--- src/rtl/kalman_state_estimator_if.sv ---
// Estimator port bundle: step control, model matrices, measurement and results.
interface kalman_state_estimator_if #(
  parameter int WIDTH = 16,
  parameter int nos   = 4,
  parameter int noo   = 2
);
  logic                                start;
  logic                                load_x0;
  logic [nos-1:0][WIDTH-1:0]           x0;
  logic [nos-1:0][nos-1:0][WIDTH-1:0]  A;
  logic [noo-1:0][nos-1:0][WIDTH-1:0]  C;
  logic [nos-1:0][noo-1:0][WIDTH-1:0]  K;
  logic [noo-1:0][WIDTH-1:0]           y;
  logic [nos-1:0][WIDTH-1:0]           x_hat;
  logic [nos-1:0][WIDTH-1:0]           x_pred;
  logic [noo-1:0][WIDTH-1:0]           innov;
  logic                                busy;
  logic                                done;

  modport master (
    output start, load_x0, x0, A, C, K, y,
    input  x_hat, x_pred, innov, busy, done
  );

  modport slave (
    input  start, load_x0, x0, A, C, K, y,
    output x_hat, x_pred, innov, busy, done
  );
endinterface

--- src/rtl/kalman_state_estimator.sv ---
// One Kalman estimator step (predict, innovate, correct) on a single serial MAC.
// ESTIMATOR_SATURATE_EN: saturate every reduction to WIDTH instead of wrapping.
module kalman_state_estimator #(
  parameter int WIDTH     = 16,
  parameter int nos       = 4,
  parameter int noo       = 2,
  parameter int FRAC_BITS = 8
) (
  input  logic clk,
  input  logic reset,
  kalman_state_estimator_if.slave bus
);
  localparam int PW = 2 * WIDTH;
  localparam int AW = 2 * WIDTH + $clog2(nos);
  localparam int MD = (nos > noo) ? nos : noo;
  localparam int CW = (MD > 1) ? $clog2(MD) : 1;

  typedef enum logic [2:0] {IDLE, PRED, INNOV, CORR, DONE} state_t;

  state_t state_q, state_d;
  logic [CW-1:0] i_q, k_q, i_last, k_last;
  logic signed [AW-1:0] acc_q, sum, shv;
  logic [nos-1:0][WIDTH-1:0] xh_q, xp_q;
  logic [noo-1:0][WIDTH-1:0] in_q, yl_q;
  logic done_q, k_end, row_end;
  logic signed [WIDTH-1:0] op_a, op_b, yi, pi, rowv, inn_v, cor_v;
  logic signed [PW-1:0] prod;
  logic signed [WIDTH:0] d_in, d_cr;

`ifdef ESTIMATOR_SATURATE_EN
  localparam logic signed [AW-1:0] SMAX =
    {{(AW-WIDTH+1){1'b0}}, {(WIDTH-1){1'b1}}};
  localparam logic signed [AW-1:0] SMIN = ~SMAX;
`endif

  function automatic logic [WIDTH-1:0] red(
    input logic signed [AW-1:0] v
  );
`ifdef ESTIMATOR_SATURATE_EN
    if (v > SMAX) red = SMAX[WIDTH-1:0];
    else if (v < SMIN) red = SMIN[WIDTH-1:0];
    else red = v[WIDTH-1:0];
`else
    red = v[WIDTH-1:0];
`endif
  endfunction

  function automatic logic signed [AW-1:0] sx1(
    input logic signed [WIDTH:0] v
  );
    sx1 = $signed({{(AW-WIDTH-1){v[WIDTH]}}, v});
  endfunction

  always_comb begin
    op_a = '0;
    op_b = '0;
    yi   = '0;
    pi   = '0;
    unique case (state_q)
      PRED:
        for (int r = 0; r < nos; r++)
          for (int c = 0; c < nos; c++)
            if (i_q == CW'(r) && k_q == CW'(c)) begin
              op_a = bus.A[r][c];
              op_b = xh_q[c];
            end
      INNOV:
        for (int r = 0; r < noo; r++)
          for (int c = 0; c < nos; c++)
            if (i_q == CW'(r) && k_q == CW'(c)) begin
              op_a = bus.C[r][c];
              op_b = xp_q[c];
            end
      CORR:
        for (int r = 0; r < nos; r++)
          for (int c = 0; c < noo; c++)
            if (i_q == CW'(r) && k_q == CW'(c)) begin
              op_a = bus.K[r][c];
              op_b = in_q[c];
            end
      default: ;
    endcase
    for (int r = 0; r < noo; r++)
      if (i_q == CW'(r)) yi = yl_q[r];
    for (int r = 0; r < nos; r++)
      if (i_q == CW'(r)) pi = xp_q[r];
  end

  assign prod = $signed({{WIDTH{op_a[WIDTH-1]}}, op_a})
              * $signed({{WIDTH{op_b[WIDTH-1]}}, op_b});
  assign sum  = (k_q == '0 ? '0 : acc_q)
              + $signed({{(AW-PW){prod[PW-1]}}, prod});
  assign shv  = sum >>> FRAC_BITS;
  assign rowv = red(shv);
  assign d_in = $signed({yi[WIDTH-1], yi})
              - $signed({rowv[WIDTH-1], rowv});
  assign d_cr = $signed({pi[WIDTH-1], pi})
              + $signed({rowv[WIDTH-1], rowv});
  assign inn_v = red(sx1(d_in));
  assign cor_v = red(sx1(d_cr));

  assign k_last  = (state_q == CORR) ? CW'(noo - 1) : CW'(nos - 1);
  assign i_last  = (state_q == INNOV) ? CW'(noo - 1) : CW'(nos - 1);
  assign k_end   = (k_q == k_last);
  assign row_end = k_end && (i_q == i_last);

  always_comb begin
    state_d = state_q;
    unique case (state_q)
      IDLE:  if (!bus.load_x0 && bus.start) state_d = PRED;
      PRED:  if (row_end) state_d = INNOV;
      INNOV: if (row_end) state_d = CORR;
      CORR:  if (row_end) state_d = DONE;
      DONE:  state_d = IDLE;
      default: state_d = IDLE;
    endcase
  end

  always_ff @(posedge clk or posedge reset) begin
    if (reset) state_q <= IDLE;
    else       state_q <= state_d;
  end

  always_ff @(posedge clk or posedge reset) begin
    if (reset) begin
      i_q    <= '0;
      k_q    <= '0;
      acc_q  <= '0;
      xh_q   <= '0;
      xp_q   <= '0;
      in_q   <= '0;
      yl_q   <= '0;
      done_q <= 1'b0;
    end else begin
      done_q <= (state_q == DONE);
      if (state_q == IDLE) begin
        if (bus.load_x0) begin
          xh_q <= bus.x0;
        end else if (bus.start) begin
          yl_q <= bus.y;
          i_q  <= '0;
          k_q  <= '0;
        end
      end else if (state_q != DONE) begin
        acc_q <= sum;
        if (k_end) begin
          k_q <= '0;
          i_q <= row_end ? '0 : i_q + 1'b1;
          for (int r = 0; r < nos; r++)
            if (i_q == CW'(r)) begin
              if (state_q == PRED) xp_q[r] <= rowv;
              if (state_q == CORR) xh_q[r] <= cor_v;
            end
          for (int r = 0; r < noo; r++)
            if (i_q == CW'(r) && state_q == INNOV)
              in_q[r] <= inn_v;
        end else begin
          k_q <= k_q + 1'b1;
        end
      end
    end
  end

  assign bus.x_hat  = xh_q;
  assign bus.x_pred = xp_q;
  assign bus.innov  = in_q;
  assign bus.done   = done_q;
  assign bus.busy   = (state_q == PRED) || (state_q == INNOV)
                   || (state_q == CORR);
endmodule
--- src/flat_wrapper.sv ---
// flat-port wrapper written by rule: the top's interface ports become plain ports
module kalman_state_estimator_flat 
#(
  parameter int WIDTH     = 16,
  parameter int nos       = 4,
  parameter int noo       = 2,
  parameter int FRAC_BITS = 8
)
  (clk, reset, bus_start, bus_load_x0, bus_x0, bus_A, bus_C, bus_K, bus_y, bus_x_hat, bus_x_pred, bus_innov, bus_busy, bus_done);
  kalman_state_estimator_if #(.WIDTH(WIDTH), .nos(nos), .noo(noo)) bus_i ();
  input  logic clk;
  input  logic reset;
  input wire logic [$bits(bus_i.start)-1:0] bus_start;
  input wire logic [$bits(bus_i.load_x0)-1:0] bus_load_x0;
  input wire logic [$bits(bus_i.x0)-1:0] bus_x0;
  input wire logic [$bits(bus_i.A)-1:0] bus_A;
  input wire logic [$bits(bus_i.C)-1:0] bus_C;
  input wire logic [$bits(bus_i.K)-1:0] bus_K;
  input wire logic [$bits(bus_i.y)-1:0] bus_y;
  output wire logic [$bits(bus_i.x_hat)-1:0] bus_x_hat;
  output wire logic [$bits(bus_i.x_pred)-1:0] bus_x_pred;
  output wire logic [$bits(bus_i.innov)-1:0] bus_innov;
  output wire logic [$bits(bus_i.busy)-1:0] bus_busy;
  output wire logic [$bits(bus_i.done)-1:0] bus_done;
  assign bus_i.start = bus_start;
  assign bus_i.load_x0 = bus_load_x0;
  assign bus_i.x0 = bus_x0;
  assign bus_i.A = bus_A;
  assign bus_i.C = bus_C;
  assign bus_i.K = bus_K;
  assign bus_i.y = bus_y;
  assign bus_x_hat = bus_i.x_hat;
  assign bus_x_pred = bus_i.x_pred;
  assign bus_innov = bus_i.innov;
  assign bus_busy = bus_i.busy;
  assign bus_done = bus_i.done;
  kalman_state_estimator #(.WIDTH(WIDTH), .nos(nos), .noo(noo), .FRAC_BITS(FRAC_BITS)) u_core (.clk(clk), .reset(reset), .bus(bus_i));
endmodule
--- config.mk ---
export PLATFORM = sky130hd
export DESIGN_NAME = kalman_state_estimator_flat
export DESIGN_NICKNAME = d
export VERILOG_FILES = /design/src/rtl/kalman_state_estimator_if.sv /design/src/rtl/kalman_state_estimator.sv /design/src/flat_wrapper.sv
export SDC_FILE = /design/constraint.sdc
export NUM_CORES = 2
export LEC_CHECK = 0
export ABC_AREA = 1
export BUFFER_PORTS_ARGS = -buffer_cell sky130_fd_sc_hd__buf_2
export CAP_MARGIN = 20
export CORE_AREA = 2 2 300 302
export CTS_CLUSTER_SIZE = 24
export DETAILED_ROUTE_END_ITERATION = 7
export DIE_AREA = 0 0 302 304
export PLACE_DENSITY_LB_ADDON = 0.05
export SYNTH_ARGS = -nofsm -noshare
export SYNTH_HDL_FRONTEND = slang
export SYNTH_SLANG_ARGS = --single-unit
--- constraint.sdc ---
create_clock -name clk -period 21.7 [get_ports clk]
set_clock_uncertainty 0.15 [all_clocks]
set_input_delay 2.17 -clock clk [delete_from_list [all_inputs] [get_ports clk]]
set_output_delay 2.17 -clock clk [all_outputs]
set_load 0.02 [all_outputs]
==> impl_metrics.ini <==
[status]
status = finished, final reports clean

[die]
ios = 774
rows = 110
core_area_sq_um = 89000
die_w_um = 302
dieArea_sq_um = 91800
fp.dieH_um = 304
start_util_pct = 32.6

[synth]
syn_inst = 4310
synth_top_area_share_pct = 19.3
synth_edf_count = 0
yosys_warnings = 0
ys_top_cells_by_area = dfrtp_1 (19%), nand2_1 (14%), fa_1 (13%), inv_1 (8.4%), o21ai_0 (7.2%)
syn_nets = 5249
ys_types = 65
avgSynthCellArea_sq_um = 6.74
synthFlopType = dfrtp_1
syn-cell-area_sq_um = 29000
synth-seq-cells = 224
seq_area_frac_synth_pct = 19.3
synth_area_leader_cell = dfrtp_1
ys_async_sr_fraction_pct = 100

[placement]
portBuffers = 773
dpl.hpwl_mm = 134
gp_congestion = 0.976

[final_layout]
final_common_cell = nand2_1
fillCellCount = 9862
drive_above_1_share_pct = 21.0
nNetsFinal = 5893
layout_common_cells = nand2_1 (1067), buf_2 (773), inv_1 (646)
area.growth.synth_to_final_pct = 20.6

[sta]
rsz0062_at_grt = no
finalHoldViolCount = 0
worst_pin_slew_ns = 1.05
max_freq_mhz = 70.6
slew_viol_final = 0
period_share_pct = 65.3
finalCriticalPeriod_ns = 14.17
relSlewSlack_pct = 29.0
fin_setup_tns_ns = 0
setup_viol = 0

[setup_path]
cp.required_ns = 22.05
crit_type = flip-flop to flip-flop
arrival_ns = 14.52
r2r_cells = 59
rr_endpoint = u_core.bus.x_hat[28]
start_kind = flip-flop
critical_path.slowest_cell = ha_1
r2r_slack_ns = 7.53
cpMostUsedCell = nand2_1
end_kind = flip-flop
crit_end = u_core.bus.x_hat[28]
r2r_start = u_core.k_q[1]
crit_start = u_core.k_q[1]
cpPeakStageDelay_ns = 0.65
critPathMaxFanout = 37

[clock_network]
cts_tree = done
holdBufCountCts = 0
path_clk_slew_ns = 0.06
ctsResizeCount = 0
htreeDepth = 2
root_buffer = clkbuf_16
cts_setup_buffers = 0
clk_path_buf_depth = 3
cts_buffers = 34
clock-sinks = 224
insertion_delay_ns = 0.59

[drt]
ant_nets = 0
drtIter0Drc = 3375
firstDrtPassIters = 6
routed-via-count = 33700
wl_per_cell_um = 27.6
drt-total-wl_mm = 170
drt-vias-per-instance = 5.46
drc = 0

[global_route]
antenna_found_initial = 21
grt_pass1_vias = 32900
grt_overflow = 0
grt.total_usage_pct = 36.1
grt_pass1_wl_mm = 240
grt_max_degree = 115

[flow_run]
drv_cap = 0

[min_path]
hp-start = u_core.acc_q[5]
min_path_type = flip-flop to flip-flop
-- metrics by stage --
step / area, sq um / hold slack [ns] / utilization, % / instances / setup slack, ns
6_report: 35000 / 0.340 / 39.3 / 6164 / 7.53
5_1_grt: 35000 / 0.377 / 39.3 / 6162 / 6.69
4_1_cts: 35000 / 0.342 / 39.3 / 6153 / 7.57
3_5_place_dp: 33800 / 0.327 / 38.0 / 6093 / 7.54
3_3_place_gp: 33800 / 0.317 / 38.0 / 6092 / 7.60
2_1_floorplan: 29000 / 0.303 / - / 4310 / 10.85
-- routing by layer --
| layer | up-vias | routed length, um | track usage [%] |
|---|---|---|---|
| met5 | - | 67 | 0 |
| met4 | 10 | 7150 | 13.7 |
| met3 | 293 | 14300 | 6.97 |
| met2 | 1701 | 77800 | 58.3 |
| met1 | 16300 | 70700 | 47.6 |
| li1 | 15400 | - | - |
-- registers in the layout, summed over array words and instances (netlist names) --
register and cells:
u_core.k_q 2, u_core.yl_q 32, u_core.state_q 3, u_core.bus.done 1, u_core.bus.innov 32, u_core.acc_q 24
u_core.bus.x_hat 64, u_core.i_q 2, u_core.bus.x_pred 64
-- cell families after synthesis --
group	count (synthesis)	share of synthesized area, %
adder cells (fa/ha/maj)	327	19.0
flip-flops	224	19.3
AO/OA/AOI/OAI	1193	24.3
XOR/XNOR	59	1.78
buffers and inverters	917	12.8
multiplexers	25	0.969
AND/OR/NAND/NOR	1565	21.8
-- area by class of cell --
| class | count | area (sq um) | area share, % |
|---|---|---|---|
| Tap cell | 1176 | 1470 | 4.20 |
| Clock buffer | 49 | 1030 | 2.93 |
| Multi-Input combinational cell | 3169 | 19800 | 56.5 |
| Antenna cell | 10 | 25.0 | 0.0715 |
| Inverter | 681 | 2570 | 7.34 |
| Sequential cell | 224 | 5610 | 16.0 |
| Timing Repair Buffer | 844 | 4410 | 12.6 |
| Clock inverter | 11 | 109 | 0.311 |
-- Yosys cell counts (4+ instances only) --
cell	n
buf_4	20
buf_2	50
a211oi_1	23
nor3_1	10
nand3_2	4
or2_0	7
ha_1	137
a31oi_1	21
o211ai_1	96
dfrtp_1	224
nand3_1	102
nor2_1	297
inv_2	18
fa_1	190
a22o_1	7
clkbuf_1	134
nand2_2	18
nand4_1	11
a21oi_4	8
o21ai_1	46
xor2_1	40
buf_1	13
clkinv_1	11
a32o_1	10
o32ai_1	8
o21bai_1	9
a221oi_1	38
nand2_1	1076
o22ai_1	30
a21oi_2	13
o221ai_1	40
a22oi_1	29
or2_2	15
xnor2_1	19
o31ai_1	4
a21oi_1	374
nand2_4	5
o21ai_0	416
or2_1	4
nand3b_1	5
mux2_2	25
inv_1	650
buf_6	18
-- critical path, delay by kind of cell, from the launching register on --
kind	cells	cell delay [ns]
compound gates	13	2.68
fa+ha+maj	10	4.37
simple gates	25	4.05
buf+inv	9	1.93
flops	1	0.41
xor+xnor	2	0.43
-- how the worst min path moves through the flow --
stage	endpoint	slack, ns	cells after the start
6_report	u_core.acc_q[5]	0.34	2
5_1_grt	u_core.yl_q[13]	0.38	1
4_1_cts	u_core.acc_q[18]	0.34	2
3_5_place_dp	u_core.acc_q[18]	0.33	2
3_3_place_gp	u_core.acc_q[18]	0.32	2
2_1_floorplan	u_core.acc_q[17]	0.30	2
Power is not shown: default switching activity piles up to over one toggle a cycle in this logic, so the estimate is an artifact.
